### src/rtl/uart_pkg.sv
// Shared UART types: arbiter state encoding and the byte width of the TX channel.
package uart_pkg;

    localparam int UART_DATA_W = 8;

    typedef enum logic {
        ARB_IDLE,
        ARB_BUSY
    } uart_arb_state_t;

endpackage

### src/rtl/uart_rr_pick.sv
// Combinational round-robin pick: first asserted request scanning last_ptr+1, last_ptr+2, ... mod NREQ.
module uart_rr_pick #(
    parameter int NREQ = 2,
    parameter int IW   = $clog2(NREQ)
) (
    input  logic [NREQ-1:0] req,
    input  logic [IW-1:0]   last_ptr,
    output logic [NREQ-1:0] onehot,
    output logic [IW-1:0]   idx,
    output logic            any
);

    logic [IW-1:0] k;

    always_comb begin
        onehot = '0;
        idx    = '0;
        any    = 1'b0;
        k      = '0;
        // Offsets start at 1 so the previous owner is considered last.
        for (int i = 1; i <= NREQ; i++) begin
            k = IW'((int'(last_ptr) + i) % NREQ);
            if (!any && req[k]) begin
                any       = 1'b1;
                onehot[k] = 1'b1;
                idx       = k;
            end
        end
    end

endmodule

### src/rtl/uart_tx_arbiter.sv
// Packet-granular round-robin sharing of uart_core's TX byte channel between NREQ requesters.
// Define UART_ARB_TIMEOUT_EN to force release of an owner that stalls mid-packet for TIMEOUT_CYC cycles.
module uart_tx_arbiter
    import uart_pkg::*;
#(
    parameter int NREQ        = 2,
    parameter int TIMEOUT_CYC = 65535
) (
    input  logic                        clk,
    input  logic                        rst_n,
    input  logic [NREQ-1:0]             req_valid,
    input  logic [NREQ*UART_DATA_W-1:0] req_data,
    input  logic [NREQ-1:0]             req_last,
    output logic [NREQ-1:0]             req_ready,
    output logic                        tx_valid,
    output logic [UART_DATA_W-1:0]      tx_data,
    input  logic                        tx_ready,
    output logic [NREQ-1:0]             grant,
    output logic                        busy,
    output logic                        timeout_pulse
);

    localparam int IW = $clog2(NREQ);

    uart_arb_state_t state, state_nxt;

    logic [NREQ-1:0] grant_q;
    logic [IW-1:0]   owner_q;
    logic [IW-1:0]   last_ptr_q;

    logic [NREQ-1:0] pick_onehot;
    logic [IW-1:0]   pick_idx;
    logic            pick_any;

    logic owner_valid;
    logic handshake;
    logic pkt_end;
    logic to_hit;
    logic release_grant;

    uart_rr_pick #(
        .NREQ (NREQ)
    ) u_pick (
        .req      (req_valid),
        .last_ptr (last_ptr_q),
        .onehot   (pick_onehot),
        .idx      (pick_idx),
        .any      (pick_any)
    );

    assign owner_valid   = req_valid[owner_q];
    assign handshake     = (state == ARB_BUSY) && owner_valid && tx_ready;
    assign pkt_end       = handshake && req_last[owner_q];
    assign release_grant = pkt_end || to_hit;

    always_ff @(posedge clk or negedge rst_n) begin
        if (!rst_n) begin
            state <= ARB_IDLE;
        end else begin
            state <= state_nxt;
        end
    end

    always_comb begin
        state_nxt = state;
        case (state)
            ARB_IDLE: if (pick_any)      state_nxt = ARB_BUSY;
            ARB_BUSY: if (release_grant) state_nxt = ARB_IDLE;
        endcase
    end

    // Ownership is latched in IDLE and only dropped at packet end or forced release.
    always_ff @(posedge clk or negedge rst_n) begin
        if (!rst_n) begin
            grant_q    <= '0;
            owner_q    <= '0;
            last_ptr_q <= IW'(NREQ - 1);
        end else if (state == ARB_IDLE) begin
            if (pick_any) begin
                grant_q <= pick_onehot;
                owner_q <= pick_idx;
            end
        end else if (release_grant) begin
            grant_q    <= '0;
            last_ptr_q <= owner_q;
        end
    end

    always_comb begin
        tx_valid  = 1'b0;
        tx_data   = '0;
        req_ready = '0;
        busy      = 1'b0;
        if (state == ARB_BUSY) begin
            busy      = 1'b1;
            tx_valid  = owner_valid;
            tx_data   = req_data[owner_q*UART_DATA_W +: UART_DATA_W];
            req_ready = grant_q & {NREQ{tx_ready}};
        end
    end

    assign grant = grant_q;

`ifdef UART_ARB_TIMEOUT_EN
    localparam int CW = $clog2(TIMEOUT_CYC + 1);

    logic [CW-1:0] to_cnt_q;

    // Counts consecutive owner-idle BUSY cycles; hit fires on the TIMEOUT_CYC-th one.
    always_ff @(posedge clk or negedge rst_n) begin
        if (!rst_n) begin
            to_cnt_q <= '0;
        end else if (state == ARB_IDLE || handshake) begin
            to_cnt_q <= '0;
        end else if (!owner_valid) begin
            to_cnt_q <= to_cnt_q + 1'b1;
        end
    end

    assign to_hit        = (state == ARB_BUSY) && !owner_valid && (to_cnt_q == CW'(TIMEOUT_CYC - 1));
    assign timeout_pulse = to_hit;
`else
    localparam logic TO_CFG_OK = (TIMEOUT_CYC >= 1);

    assign to_hit        = 1'b0;
    assign timeout_pulse = 1'b0 & TO_CFG_OK;
`endif

endmodule

### config.mk
export PLATFORM = sky130hd
export DESIGN_NAME = uart_tx_arbiter
export DESIGN_NICKNAME = d
export VERILOG_FILES = /design/src/rtl/uart_pkg.sv /design/src/rtl/uart_rr_pick.sv /design/src/rtl/uart_tx_arbiter.sv
export SDC_FILE = /design/constraint.sdc
export NUM_CORES = 1
export LEC_CHECK = 0
export CAP_MARGIN = 15
export CORE_MARGIN = 2
export CORE_UTILIZATION = 28
export DETAILED_ROUTE_END_ITERATION = 7
export PLACE_DENSITY = 0.81
export REMOVE_ABC_BUFFERS = 1
export SYNTH_ARGS = -nofsm -noshare
export SYNTH_HDL_FRONTEND = slang
export SYNTH_SLANG_ARGS = --single-unit
### constraint.sdc
create_clock -name clk -period 1.7 [get_ports clk]
set_input_delay 0.425 -clock clk [delete_from_list [all_inputs] [get_ports clk]]
set_output_delay 0.425 -clock clk [all_outputs]
set_load 0.02 [all_outputs]
## Word-level counts from Yosys, hierarchy flattened

Cells that the tools add are included.

- Add/sub/neg operators: 2
- Reductions and logical operators: 11
- $lt $le $gt $ge: 5
- Eq/ne operators: 1
- Muxes and demuxes: 28
- Bitwise operators: 3
- Shift operators: 1

Operators by type and width:

| operator | count |
|---|---|
| 1-bit 2-to-1 mux | 18 |
| 16-bit by 5-bit indexed part select with 8-bit output | 1 |
| 2-bit 2-to-1 mux | 6 |
| 8-bit 2-to-1 mux | 1 |
| 1-bit logical AND | 6 |
| 1-bit by 2-bit < comparator with 1-bit output, second input constant | 3 |
| 2-bit AND reduction | 3 |
| 1-bit adder, second input constant | 2 |
| 2-bit AND | 1 |
| 1-bit demux with 1-bit select | 2 |
| 1-bit >= comparator, second input constant | 2 |
| 2-bit by 1-bit inequality test with 1-bit output, second input constant | 1 |
| 2-bit OR | 1 |
| 1-bit case mux with 2 select lines | 1 |
| 2-bit nonzero test | 1 |
| 1-bit zero test | 1 |
| 1-bit NOT | 1 |

- Output and inout bits: 15
- Input port bits: 23
- Bits in registers: 5
- Word-level logic and storage cells: 55

## Longest topological paths before layout

Gate-level depths: netlist of run 1.

- Word-level depth: 10
- Depth in mapped cells: 4
- Depth with buffers taken out: 3

## Hierarchy

Synthesis of run 1 repeated with hierarchy kept, for this count alone.

- Cells, all modules: 50
- Area, all modules: 427.9 um^2

By module, submodules not included:

| module | cells each | seq. area each (um^2) | instances | area each (um^2) |
|---|---|---|---|---|
| uart_tx_arbiter | 45 | 126.4 | 1 | 395.4 |
| uart_rr_pick | 5 | 0.0 | 1 | 32.5 |

## Worst setup path after synthesis of run 1

No wires, ideal clock.

- Path kind: reg-to-output
- From: register state
- To: output tx_data[0]
- Data required time: 1.275 ns
- Cell stages (with the launch flop): 4
- Buffers on the path: 1
- Arrival: 1.091 ns
- Slack: 0.184 ns
- Cells stage by stage: dfrtp_1 inv_1 buf_2 nor2_1

- Longest elaborated chain between the ends: 1

Ends and longest elaborated chain:

| item | line | text |
|---|---|---|
| from (decl) | uart_tx_arbiter.sv:25 | `uart_arb_state_t state, state_nxt;` |
| from (signal assigned) | uart_tx_arbiter.sv:60 | `state <= state_nxt;` |
| 8-bit 2-to-1 mux | uart_tx_arbiter.sv:94 | `if (state == ARB_BUSY) begin` |
| to (decl) | uart_tx_arbiter.sv:16 | `output logic [UART_DATA_W-1:0] tx_data,` |

No other way between the ends.

## Worst setup path after layout of run 1

- From: input req_valid[1]
- To: output tx_valid

- Longest elaborated chain between the ends: 3

Ends and longest elaborated chain:

| item | line | text |
|---|---|---|
| from (decl) | uart_tx_arbiter.sv:11 | `input logic [NREQ-1:0] req_valid,` |
| 1-bit 2-to-1 mux (implied by the code) (2 in a row) | uart_tx_arbiter.sv:51 | `assign owner_valid = req_valid[owner_q];` |
| 1-bit 2-to-1 mux | uart_tx_arbiter.sv:94 |  |
| to (decl) | uart_tx_arbiter.sv:15 | `output logic tx_valid,` |

No other way between the ends. The select of a mux whose other input is x is not followed.

==> results of run 1 <==
path summary, 6_finish.rpt:
check / start / endpoint / slack (ns) / cells after the start
max: req_valid[1] / tx_valid / 0.01 / 4
min: rst_n / grant[1]$_DFFE_PN0P_ / 0.41 / 1
max reg2reg: owner_q$_DFFE_PN0P_ / last_ptr_q$_DFFE_PN1P_ / 0.27 / 5
min reg2reg: grant[0]$_DFFE_PN0P_ / grant[0]$_DFFE_PN0P_ / 0.54 / 1
max in group asynchronous: rst_n / last_ptr_q$_DFFE_PN1P_ / 1.04 / 1
min in group clk: grant[0]$_DFFE_PN0P_ / grant[0]$_DFFE_PN0P_ / 0.54 / 1
layer usage:
layer	wire, um	vias to the layer above	global-route usage (%)
met5	0	-	0
met4	17	0	7.742
met3	79	4	6.087
met2	727	20	30.94
met1	437	230	14.78
li1	-	235	-
layout make-up:
class	instances	area, um2
inverter	2	7.507
sequential	5	126.4
multi-input combinational	31	251.5
tap	15	18.77
clock buffer	4	26.28
timing repair buffer	45	397.9
fill	121	489.2
flip-flops by register name, indices dropped and copies added, names as in the netlist:
signal      flops
grant           2
last_ptr_q      1
owner_q         1
state           1
placed cells by master (no fill, tap or decap):
cell type and instances:
a31o_1 2, mux2_2 1, conb_1 1, dlymetal6s2s_1 3
buf_2 8, dfrtp_1 4, and3_1 2, dfstp_2 1
clkdlybuf4s50_1 21, buf_4 9, mux2i_2 1, inv_1 2
a21o_1 1, clkbuf_1 1, dlygate4sd2_1 1, mux2_4 1
buf_6 3, a21bo_1 1, o211a_1 1, nand4b_4 1
a211oi_1 1, nor2_1 9, o21ai_0 1, mux2i_1 8
clkbuf_4 3
metrics by stage:
stage	cell area, um2	util, %	hold WS, ns
floorplan	381.6	-	0.1294
global placement	828.3	62.87	0.5318
detailed placement	828.3	62.87	0.5373
CTS	818.3	62.11	0.4051
global route	828.3	62.87	0.4019
finish	828.3	62.87	0.4080
where the power goes:
part           switching [mW]  internal [mW]  total, mW
sequential             0.0514          0.185      0.237
combinational           0.470          0.454      0.925
clock                  0.0431         0.0884      0.131
total                   0.565          0.728       1.29
repair_timing:
item,4_1_cts,5_1_grt
buffers inserted,1,0
gates resized for setup,43,12
setup endpoints to repair,12,9
pin swaps,0,1
endpoints found under the hold margin,0,0
cells by family (layout without fill, tap and decap cells):
family / count (synthesis) / in the layout
buffers and inverters: 5 / 51
multiplexers: 11 / 11
flip-flops: 5 / 5
AO/OA/AOI/OAI: 7 / 7
other: 1 / 1
AND/OR/NAND/NOR: 12 / 12
==> key figures, run 1 <==
Outcome
  – Status: finished clean

Clocking
  – Htree depth: 1
  – CTS Buf Count: 3
  – Clk sinks: 5
  – Worst-path clk slew: ~0.040 ns
  – Maximum root-to-sink buffer count: 2
  – CTS root buf: clkbuf_4
  – Skew-Pair Late Insertion Delay: 0.24 ns
  – CTS Hold Buffers Added: 0
  – CTS tree: built

Setup path
  – Worst setup path class: in -> out
  – WP data required: about 1.3 ns
  – Slowest-stage cell, CP: clkdlybuf4s50_1
  – Crit. End Element: output port
  – Element type at the critical path start: input pin
  – Crit path max fanout: 2
  – WP buf/inv: 2
  – Max incr delay on CP: ~0.43 ns
  – Family with the most delay on the worst path: buffers and inverters
  – CP cell instances: clkdlybuf4s50_1, mux2i_2, nor2_1, buf_4
  – Critical Path AT: about 1.3 ns

Timing
  – Final setup vio count: 0
  – Post-Route Skew: around 0.00014 ns
  – Setup ws final: between 0.01 and 0.015 ns
  – Final period util: between 90% and 100%
  – RSZ-0062 raised after global routing: yes
  – TNS Setup: 0 ns
  – Final hold vios: 0
  – Max Fclk: around 590 MHz
  – Max Slew Vio Count: 0
  – Fin crit period: between 1.5 and 2 ns

Worst hold path
  – Hold Crit Class: in -> async

Die
  – Die width: between 40 and 50 um
  – Die area: around 0.0017 mm2
  – Initial core utilization: between 30% and 40%
  – Die H: between 40 and 50 um
  – Num rows: 13
  – Io pins: 38
  – CORE AREA: around 0.0013 mm2

Synthesis
  – Largest family of logic cells by synthesized area: multiplexers
  – Register area share after synthesis: 31.66%
  – FFs w/ async S/R, synth: 100.0%
  – Compound-cell area share of the yosys netlist: between 10% and 20%
  – Share of the synthesized area in the top cell type: between 20% and 30%
  – Multiplexer share of the synthesized area: 29.15%
  – Post-synthesis simple-gate area fraction: between 15 and 20%
  – XOR/XNOR Fraction of Synth Area: 0%
  – Post-synthesis register bit count: 5
  – EDFF count, synth: 0
  – Synth Cell Area: 399.1 um2
  – Synthesis Warnings: 0
  – Yosys top cell by area: dfrtp_1
  – Post-Synthesis Cells: between 40 and 50
  – Top FF cell, synth: dfrtp_1
  – Post-synthesis adder-cell area fraction: 0%
  – List of most frequent post-synthesis cells: mux2i_1, nor2_1, dfrtp_1
  – Mean Syn Cell Area: between 9 and 10 um2
  – Post-synth cell types: 18
  – Synth top area cells: dfrtp_1, mux2i_1, nor2_1

Placed design
  – Post-Place Cells: 98
  – Gpl congestion: a little over 0.7
  – Port bufs: 36
  – HPWL Detailed: between 1000 and 1500 um
  – Pre-CTS setup slack: -0.4223 ns

Final layout
  – Share of cells above drive strength 1: roughly 32%
  – Final Non-Filler Cells: roughly 100
  – Final nets: 111
  – ANT cells: 0
  – Area Overhead vs Synth: 107.5%

Global route
  – Vias in the first global route: around 530
  – Grt total ovfl: 0
  – GR Util All Layers: between 15 and 20%
  – First-pass GRT wire length: 2180 um
  – Largest net degree at the start of global routing: 12
  – Antenna violations before repair: 0

Job
  – Maxcap violations: 0

Route
  – 1st-pass router iterations: 4
  – Final WL: about 1300 um
  – Vias/cell: 4.794
  – DR WL/cell: between 10 and 15 um
  – Vias: about 490
  – Routed Antenna Nets: 0
  – DRT iter0 DRCs: 6
  – # DRC: 0

Power and ir drop
  – P_leak: about 0.45 nW
  – Total power: 1.293 mW
  – VDD IR-drop max: roughly 1.0 mV
  – PwrDens: about 1600 mW/mm2
Power figures use the tool's default switching activity.
==> run 2, diff against run 1 <==
PLACE_DENSITY = unset   (was 0.81)
PLACE_DENSITY_LB_ADDON = 0.3   (was unset)
==> run 2 against run 1 <==
Net effect: sequential share of layout area is 0.29 points higher; worst setup slack gained 0.032 ns; routed wire length fell by 8.6%; final cell count fell by 2.0%; fmax increased by 1.9%; first-iteration DRC count is 83% lower; utilization is 0.57 points lower; combinational power is essentially flat; non-clock buffer count decreased by 2; flip-flop and latch count is the same; hold slack got worse by 0.0020 ns.
==> key figures, run 2 (synthesis results as in run 1) <==
Die
  – Num rows: 13 (unchanged)
  – CORE AREA: 0.001318 mm2 (unchanged)
  – Initial core utilization: 30.29% (unchanged)
  – Die area: 0.001743 mm2 (unchanged)
  – Die width: 41.76 um (unchanged)
  – Io pins: 38 (unchanged)
  – Die H: 41.76 um (unchanged)

Setup path
  – WP data required: 1.27 ns (about the same)
  – FF-to-FF path depth: 4 (was 5)
  – Worst setup path class: reg -> out (was in -> out)
  – Element type at the critical path start: register (was input pin)
  – Crit path max fanout: 8 (was 2)
  – Crit. End Element: output port (unchanged)
  – FF-to-FF setup slack: 0.30 ns (was 0.27 ns)
  – Critical R2R Capture: last_ptr_q$_DFFE_PN1P_ (unchanged)
  – Critical Path AT: 1.23 ns (was 1.26 ns)
  – Reg-to-Reg Start: owner_q$_DFFE_PN0P_ (unchanged)

Timing
  – Max Slew Vio Count: 0 (unchanged)
  – Max Fclk: 604.4 MHz (was 593.1 MHz)
  – RSZ-0062 raised after global routing: yes (unchanged)
  – Final period util: 97.32% (was 99.18%)
  – Final setup vio count: 0 (unchanged)
  – Fin Hold WS: 0.4060 ns (was 0.4080 ns)
  – Post-Route Skew: 0.006254 ns (was 0.0001391 ns)
  – Fin crit period: 1.655 ns (was 1.686 ns)
  – Final hold vios: 0 (unchanged)

Route
  – Vias/cell: 4.900 (was 4.794)
  – DRT iter0 DRCs: 1 (was 6)
  – Final WL: 1154 um (was 1262 um)
  – DR WL/cell: 11.54 um (was 12.37 um)
  – Vias: 490 (was 489)
  – # DRC: 0 (unchanged)
  – Routed Antenna Nets: 0 (unchanged)
  – 1st-pass router iterations: 3 (was 4)

Global route
  – Largest net degree at the start of global routing: 12 (unchanged)
  – GR Util All Layers: 14.99% (was 16.25%)
  – Antenna violations before repair: 0 (unchanged)
  – Grt total ovfl: 0 (unchanged)
  – Vias in the first global route: 491 (was 527)
  – First-pass GRT wire length: 1966 um (was 2180 um)

Clocking
  – CTS Hold Buffers Added: 0 (unchanged)
  – Worst-path clk slew: 0.05 ns (was 0.04 ns)
  – CTS tree: built (unchanged)
  – Htree depth: 1 (unchanged)
  – Clk sinks: 5 (unchanged)
  – CTS Buf Count: 3 (unchanged)
  – Skew-Pair Late Insertion Delay: 0.25 ns (was 0.24 ns)
  – Post-CTS Setup Bufs: 0 (was 1)
  – Maximum root-to-sink buffer count: 2 (unchanged)
  – CTS root buf: clkbuf_4 (unchanged)

Job
  – Maxcap violations: 0 (unchanged)

Final layout
  – Fill count: 120 (was 121)
  – Most common cell after layout, fill and taps aside: clkdlybuf4s50_1 (unchanged)
  – Multi-input gate area: 259.0 um2 (was 251.5 um2)
  – Final core utilization: 62.30% (was 62.87%)
  – Share of cells above drive strength 1: 34.12% (was 32.18%)
  – Area Overhead vs Synth: 105.6% (was 107.5%)
  – Commonest cells after routing, fill and taps aside: clkdlybuf4s50_1, nor2_1, buf_4 (unchanged)
  – Register area: 127.6 um2 (was 126.4 um2)
  – Max reg flops: 2 (unchanged)
  – Final nets: 109 (was 111)
  – ANT cells: 0 (unchanged)

Placed design
  – HPWL Detailed: 926.5 um (was 1109 um)
  – Gpl congestion: 0.7118 (was 0.7084)
  – Port bufs: 36 (unchanged)

Power and ir drop
  – P_leak: 0.4257 nW (was 0.4536 nW)
  – PwrDens: 1591 mW/mm2 (was 1561 mW/mm2)
  – VDD IR-drop max: 0.7672 mV (was 0.9964 mV)

Worst hold path
  – Hold Crit Class: in -> async (unchanged)

Outcome
  – Status: finished clean (unchanged)
[run 2: changes by cell type in the layout (fill, tap and decap cells not counted), sizes merged]
cell	delta
buf	-2
dlymetal6s2s	-1
clkdlybuf4s50	+1
[run 2: metrics by stage]
stage          area [um2]  instances  power [mW]  setup TNS, ns  worst slack, ns
2_1_floorplan       381.6         38      0.7340              0           0.1902
3_3_place_gp        825.8         96       1.238         -4.112          -0.4610
3_5_place_dp        825.8         96       1.251         -4.290          -0.4721
4_1_cts             797.0        100       1.276       -0.03969         -0.03969
5_1_grt             820.8        100       1.397       -0.07646         -0.02538
6_report            820.8        100       1.306              0          0.04548
[run 2: layout make-up]
cell class | count | area share, %
Sequential cell | 5 | 15.55
Multi-Input combinational cell | 31 | 31.55
Inverter | 2 | 0.9146
Tap cell | 15 | 2.287
Clock buffer | 4 | 3.201
Timing Repair Buffer | 43 | 46.49
[run 2: power by group]
group          switching, mW  total [mW]  internal (mW)
clock network         0.0493       0.138         0.0888
registers             0.0559       0.244          0.188
logic                  0.461       0.924          0.463
total                  0.566        1.31          0.740
[run 2: repair_timing]
item,in CTS,in global routing
cloned,0,0
resized for setup,46,8
setup endpoints to repair,12,4
[run 2: worst max path at each step]
stage                                   start          to  cells past startpoint
final                     owner_q$_DFFE_PN0P_  tx_data[3]                      4
after global routing      owner_q$_DFFE_PN0P_  tx_data[0]                      4
after CTS                        req_valid[1]    tx_valid                      4
after detailed placement         req_valid[1]    tx_valid                      4
after global placement           req_valid[1]    tx_valid                      4
after floorplan               state$_DFF_PN0_  tx_data[0]                      2
[run 2: routing by layer]
layer	up-vias	GRT usage [%]	wire [um]
met5	-	0	0
met4	0	5.806	13
met3	2	6.957	143
met2	35	25.31	563
met1	219	16.09	433
li1	234	-	-
[run 2: critical path, stage by stage, from the launching register on]
cell and delay, ns:
dfrtp_2 0.44, buf_12 0.16, mux2i_2 0.14, nor2_1 0.08, buf_2 0.17
